File: src/rtl/lfsr_serial_gen.sv
// lfsr_serial_gen: parametrised LFSR PRBS source with a serial LSB-first dump.
// The register steps while Enable is high; a rising edge on OUT_Enable
// requests a dump, which streams the register out with Valid once Enable is low.
// Optional build macro: LFSR_GALOIS_EN selects a Galois step instead of Fibonacci.
module lfsr_serial_gen #(
    parameter int unsigned         LFSR_WD      = 8,
    parameter logic [LFSR_WD-1:0]  DEFAULT_POLY = LFSR_WD'(8'h1D)
) (
    input  logic               Clock,
    input  logic               Reset,
    input  logic [LFSR_WD-1:0] Seed,
    input  logic [LFSR_WD-1:0] Poly,
    input  logic               Load,
    input  logic               Enable,
    input  logic               OUT_Enable,
    output logic               OUT,
    output logic               Valid,
    output logic               Busy,
    output logic [LFSR_WD-1:0] LFSR_State
);

    localparam int unsigned CNT_WD = $clog2(LFSR_WD + 1);
    localparam logic [CNT_WD-1:0] LAST_CNT = CNT_WD'(LFSR_WD);
    localparam logic [LFSR_WD-1:0] ONE     = LFSR_WD'(1);

    typedef enum logic [1:0] {
        IDLE   = 2'd0,
        RUN    = 2'd1,
        SERIAL = 2'd2
    } state_t;

    state_t             state_q, state_d;
    logic [LFSR_WD-1:0] lfsr_q, lfsr_d;
    logic [LFSR_WD-1:0] poly_q, poly_d;
    logic [CNT_WD-1:0]  cnt_q, cnt_d;
    logic               pend_q, pend_d;
    logic               oe_q;
    logic               out_q, out_d;
    logic               valid_q, valid_d;
    logic               busy_q;

    logic [LFSR_WD-1:0] step_c;
    logic [LFSR_WD-1:0] rot_c;
    logic [LFSR_WD-1:0] seed_c;
    logic               oe_rise_c;

    // One LFSR advance in the selected structure
`ifdef LFSR_GALOIS_EN
    always_comb begin
        step_c = (lfsr_q >> 1) ^ (lfsr_q[0] ? poly_q : '0);
    end
`else
    always_comb begin
        step_c = {^(lfsr_q & poly_q), lfsr_q[LFSR_WD-1:1]};
    end
`endif

    // Rotation used by the dump so the register is restored after LFSR_WD bits
    assign rot_c     = {lfsr_q[0], lfsr_q[LFSR_WD-1:1]};
    // All-zero seed would lock the register up, so substitute 1
    assign seed_c    = (Seed == '0) ? ONE : Seed;
    assign oe_rise_c = OUT_Enable & ~oe_q;

    // Next-state and next-output logic
    always_comb begin
        state_d = state_q;
        lfsr_d  = lfsr_q;
        poly_d  = poly_q;
        cnt_d   = cnt_q;
        pend_d  = pend_q;
        out_d   = 1'b0;
        valid_d = 1'b0;

        if (Load) begin
            lfsr_d  = seed_c;
            poly_d  = Poly;
            state_d = IDLE;
            cnt_d   = '0;
            pend_d  = 1'b0;
        end else begin
            case (state_q)
                SERIAL: begin
                    if (cnt_q == LAST_CNT) begin
                        state_d = IDLE;
                        cnt_d   = '0;
                    end else begin
                        out_d   = lfsr_q[0];
                        valid_d = 1'b1;
                        lfsr_d  = rot_c;
                        cnt_d   = cnt_q + CNT_WD'(1);
                    end
                end
                default: begin
                    if (oe_rise_c) begin
                        pend_d = 1'b1;
                    end
                    if (Enable) begin
                        lfsr_d  = step_c;
                        state_d = RUN;
                    end else if (pend_q) begin
                        state_d = SERIAL;
                        out_d   = lfsr_q[0];
                        valid_d = 1'b1;
                        lfsr_d  = rot_c;
                        cnt_d   = CNT_WD'(1);
                        pend_d  = 1'b0;
                    end else begin
                        state_d = IDLE;
                    end
                end
            endcase
        end
    end

    // State and output registers with synchronous reset
    always_ff @(posedge Clock) begin
        if (Reset) begin
            state_q <= IDLE;
            lfsr_q  <= seed_c;
            poly_q  <= DEFAULT_POLY;
            cnt_q   <= '0;
            pend_q  <= 1'b0;
            oe_q    <= 1'b0;
            out_q   <= 1'b0;
            valid_q <= 1'b0;
            busy_q  <= 1'b0;
        end else begin
            state_q <= state_d;
            lfsr_q  <= lfsr_d;
            poly_q  <= poly_d;
            cnt_q   <= cnt_d;
            pend_q  <= pend_d;
            oe_q    <= OUT_Enable;
            out_q   <= out_d;
            valid_q <= valid_d;
            busy_q  <= (state_d == SERIAL);
        end
    end

    assign OUT        = out_q;
    assign Valid      = valid_q;
    assign Busy       = busy_q;
    assign LFSR_State = lfsr_q;

endmodule

File: config.mk
export PLATFORM = sky130hd
export DESIGN_NAME = lfsr_serial_gen
export DESIGN_NICKNAME = d
export VERILOG_FILES = /design/src/rtl/lfsr_serial_gen.sv
export SDC_FILE = /design/constraint.sdc
export NUM_CORES = 1
export LEC_CHECK = 0
export CORE_MARGIN = 8
export CORE_UTILIZATION = 30
export CTS_CLUSTER_SIZE = 16
export DETAILED_ROUTE_END_ITERATION = 16
export PLACE_DENSITY = 0.62
export SYNTH_ARGS = -nofsm -noshare
export SYNTH_HDL_FRONTEND = slang
export SYNTH_SLANG_ARGS = --single-unit
export TNS_END_PERCENT = 5
File: constraint.sdc
create_clock -name Clock -period 1.55 [get_ports Clock]
set_input_delay 0.31 -clock Clock [delete_from_list [all_inputs] [get_ports Clock]]
set_output_delay 0.31 -clock Clock [all_outputs]
set_load 0.05 [all_outputs]
=== Word-level counts from Yosys, hierarchy flattened ===
Index checks and enable logic that the tools add are counted.

* Bits in registers: 27
* Input port bits: 21
* Output and inout port bits: 11
* Word-level logic and storage cells: 52

* $add $sub $neg: 1
* Equal/unequal tests: 5
* Mux-type cells: 27
* Bitwise logic cells: 3
* Reduce and logical (&&, ||, !) cells: 7

{| class="wikitable"
|+ Operator list
! cell !! count
|-
| $mux 8 || 7
|-
| $mux 4 || 4
|-
| $mux 1 || 11
|-
| $mux 2 || 5
|-
| $and 8x8->8 || 1
|-
| $logic_not 8->1 || 1
|-
| $reduce_xor 8->1 || 1
|-
| $reduce_bool 5->1 || 1
|-
| $add 4x1->4 const B || 1
|-
| $eq 2x2->1 const B || 2
|-
| $eq 4x4->1 const B || 1
|-
| $ne 4x4->1 const B || 1
|-
| $reduce_and 2->1 || 2
|-
| $ne 2x1->1 const B || 1
|-
| $reduce_bool 2->1 || 1
|-
| $reduce_or 2->1 || 1
|-
| $and 1x1->1 || 1
|-
| $not 1->1 || 1
|}

=== Depth between registers and ports, before layout ===
* Depth after elaboration: 6
* Gate-level depth with buffers: 7

=== Worst setup path before layout ===
Ideal clock, no wire load.

* Path type: reg-to-reg
* From: reg lfsr_q[0], in the netlist LFSR_State[0]
* To: reg lfsr_q[7], in the netlist LFSR_State[7], data pin
* Setup time: 0.254 ns
* Arrival time: 1.337 ns
* Setup slack: -0.041 ns
* Stages on the path, launching flop included: 6
* Buffers on the path: 0
* Period minus slack after synthesis: 1.591 ns
* Cell sequence: edfxtp_1 nand2_1 xnor2_1 xnor2_1 xnor2_1 a21o_1

* Word-level cells in the longest chain between the ends: 6

{| class="wikitable"
|+ RTL lines
! element !! RTL line !! RTL
|-
| start: declaration || 33 || <nowiki>logic [LFSR_WD-1:0] lfsr_q, lfsr_d;</nowiki>
|-
| start signal: assignment || 129 || <nowiki>lfsr_q <= lfsr_d;</nowiki>
|-
| $and 8x8->8 || 54 || <nowiki>step_c = {^(lfsr_q & poly_q), lfsr_q[LFSR_WD-1:1]};</nowiki>
|-
| $reduce_xor 8->1 || 54 ||
|-
| $mux 8 || 97 || <nowiki>if (Enable) begin</nowiki>
|-
| $mux 8 * || 81 || <nowiki>case (state_q)</nowiki>
|-
| $mux 8 * || 74 || <nowiki>if (Load) begin</nowiki>
|-
| $mux 8 * || 117 || <nowiki>if (Reset) begin</nowiki>
|}

Mark *: on every way between the ends. The rest lies on a longest branch, timed or not. The select of a mux whose other input is x is not followed.
A chain may end at the register's enable or synchronous reset.

=== Worst setup path after layout ===
* From: reg cnt_q[0]
* To: reg lfsr_q[1], in the netlist LFSR_State[1], enable pin

* Word-level cells in the longest chain between the ends: 3

{| class="wikitable"
|+ RTL lines
! element !! RTL line !! RTL
|-
| start: declaration || 35 || <nowiki>logic [CNT_WD-1:0] cnt_q, cnt_d;</nowiki>
|-
| start signal: assignment || 131 || <nowiki>cnt_q <= cnt_d;</nowiki>
|-
| $eq 4x4->1 || 83 || <nowiki>if (cnt_q == LAST_CNT) begin</nowiki>
|-
| $ne 4x4->1 (no line) || -- ||
|-
| $reduce_and 2->1 (no line) || -- ||
|}

No other way between the ends.

==> run metrics <==
reg2reg path depth=6; final wirelength=2899 microns; synthesized area=1194 sq um; Fin Clk Skew=0.008828 ns; worst path arrival time=1.42 ns; Avg Inst Size Synth=9.182 sq um; unrepaired setup endpoints after global routing=no; vias post-DR=1029; global-route wire length before repair=4823 microns; crit path buf inv count=2; Initial Util=30.50%; slowest CP cell=dfxtp_1; CTS max path bufs=2; GPL Wtd Cong=0.7355; sequential element share of the synthesized area=51.99%; DRC=0; # Post-CTS Setup Buffers=0; Wirelength per Cell=12.55 microns; number of global-route vias before repair=1065; num rows=23; Yosys warning count=0; status=completed; CP cell instances=inv_1 -> ha_1 -> nand2_1 -> o21ai_4 -> nand3_1 -> buf_4; Die Width=79.08 microns; cell count after synthesis=130; final setup violation count=0; post-route ant nets=0; # Max-Cap Violations=0; VDD IR-drop max=343.6 uV; hold depth=1; CTS resizes=0; Final Max Tran Viols=0; DP HPWL=2487 microns; GRT overflow=0; total power=1.650 mW; clk sinks=27; WP data required=1.53 ns; Static Leakage=0.7659 nW; io pins=32; Critical Path Start Type=flop; Clk Latency, worst-skew pair=0.27 ns; slew of the pin with the lowest slew margin=0.3235 ns; DRT iter0 DRCs=57; CP Depth=6; DIE AREA=6253 sq um; final core utilization=47.44%; Worst-path clk slew=0.10 ns; Worst setup EP type=flop; pwr dens=888.8 nW/um^2; number of flops mapped to enable cells by yosys=8; share of cells above drive strength 1=20.99%; core region area=3914 sq um; nets=205; Seq cells post-synth=27; endpoints failing hold=0; Tot GR Track Use=9.454%; Final Cycle Share=92.77%; Yosys cell types=29; maximum fanout along the worst path=8; CP peak stage delay=0.38 ns; H-tree depth=1; CP top delay family=flip-flops; die height=79.08 microns; drt via density=4.455; Final min period=1.438 ns; Achievable Freq=0.6955 GHz; Port Buffer Count=31; CTS Buf Count=3; DRT Pass-1 Iters=4; TritonCTS clock tree=done; CTS root buf=clkbuf_8; Hold Buf Count CTS=0; Area growth syn-to-layout=55.56%; Crit Path Category=reg -> reg; antenna violations before repair=0; ant diodes=0; Slew HR=78.21%; pin count of the biggest net entering global routing=17; syn_nets=153; ys flop type=dfxtp_1; ys async rst share=0%; hold crit path type=reg -> reg
==> power by group <==
part / total [mW] / internal [mW] / switching (mW) / leakage, nW
Clock: 0.395 / 0.182 / 0.213 / 0.0217
Combinational: 0.460 / 0.244 / 0.216 / 0.504
Sequential: 0.795 / 0.773 / 0.0220 / 0.240
==> placed cells by master (no fill, tap or decap), types with 4 or more instances in the layout <==
master,instances
mux2i_1,4
buf_12,11
nor2b_1,6
edfxtp_1,8
nand2_1,32
a21oi_1,8
nor2_1,11
xnor2_1,6
a211o_1,4
clkdlybuf4s50_1,20
buf_4,20
o21ai_0,5
dfxtp_1,19
==> registers in the layout (all words and copies together) (netlist names) <==
name        count
LFSR_State      8
state_q         2
cnt_q           4
pend_q          1
oe_q            1
OUT             1
Valid           1
poly_q          8
Busy            1
==> area by class of cell <==
type,instances,area [sq um]
tap,50,62.56
sequential,27,620.6
clock buffer,3,41.29
fill,394,2057
inverter,3,11.26
timing repair buffer,51,570.5
multi-input combinational,96,543.0
clock inverter,1,7.507
==> worst paths after layout <==
path	start	end	slack (ns)
worst max-delay path	cnt_q[0]	LFSR_State[1]	0.11
worst min-delay path	cnt_q[3]	cnt_q[3]	0.48
worst max register to register	cnt_q[0]	LFSR_State[1]	0.11
worst min register to register	cnt_q[3]	cnt_q[3]	0.48
==> cells by family (layout without fill, tap and decap cells) <==
| kind of cell | Yosys count | after routing | share of synthesized area, % |
|---|---|---|---|
| fa+ha+maj | 2 | 2 | 2.096 |
| compound gates | 21 | 21 | 11.01 |
| buf+inv | 7 | 58 | 3.144 |
| xor+xnor | 7 | 7 | 5.136 |
| simple gates | 62 | 62 | 23.27 |
| mux | 4 | 4 | 3.354 |
| flops | 27 | 27 | 51.99 |
==> Yosys cell counts, types with 2 or more instances <==
library cell  count  area [sq um]
o21ai_0           5         25.02
nand2b_1          3         18.77
xnor2_1           6         52.55
inv_1             3         11.26
edfxtp_1          8         240.2
a21oi_1           8         40.04
buf_2             2         10.01
ha_1              2         25.02
a211o_1           4         35.03
nor2b_1           6         37.54
nand3_1           3         15.01
nand2_1          32         120.1
mux2i_1           4         40.04
dfxtp_1          19         380.4
nor2_1           11         41.29
==> stage by stage <==
step	area, sq um	hold slack, ns	setup TNS (ns)	cells	setup WS [ns]
2_1_floorplan	1194	0.4279	-0.03733	130	-0.03733
3_3_place_gp	1800	0.4455	-1.309	227	-0.1476
3_5_place_dp	1800	0.4640	-1.442	227	-0.1439
4_1_cts	1849	0.4755	0	231	0.08321
5_1_grt	1857	0.5039	0	231	0.004573
6_report	1857	0.4832	0	231	0.1121
==> per-layer routing <==
metal / GRT usage [%] / wire [microns] / up-vias
li1: - / - / 532
met1: 10.34 / 1263 / 471
met2: 17.67 / 1465 / 24
met3: 2.709 / 162 / 2
met4: 1.667 / 6 / 0
met5: 0 / 0 / -
(Power assumes the default switching activity.)
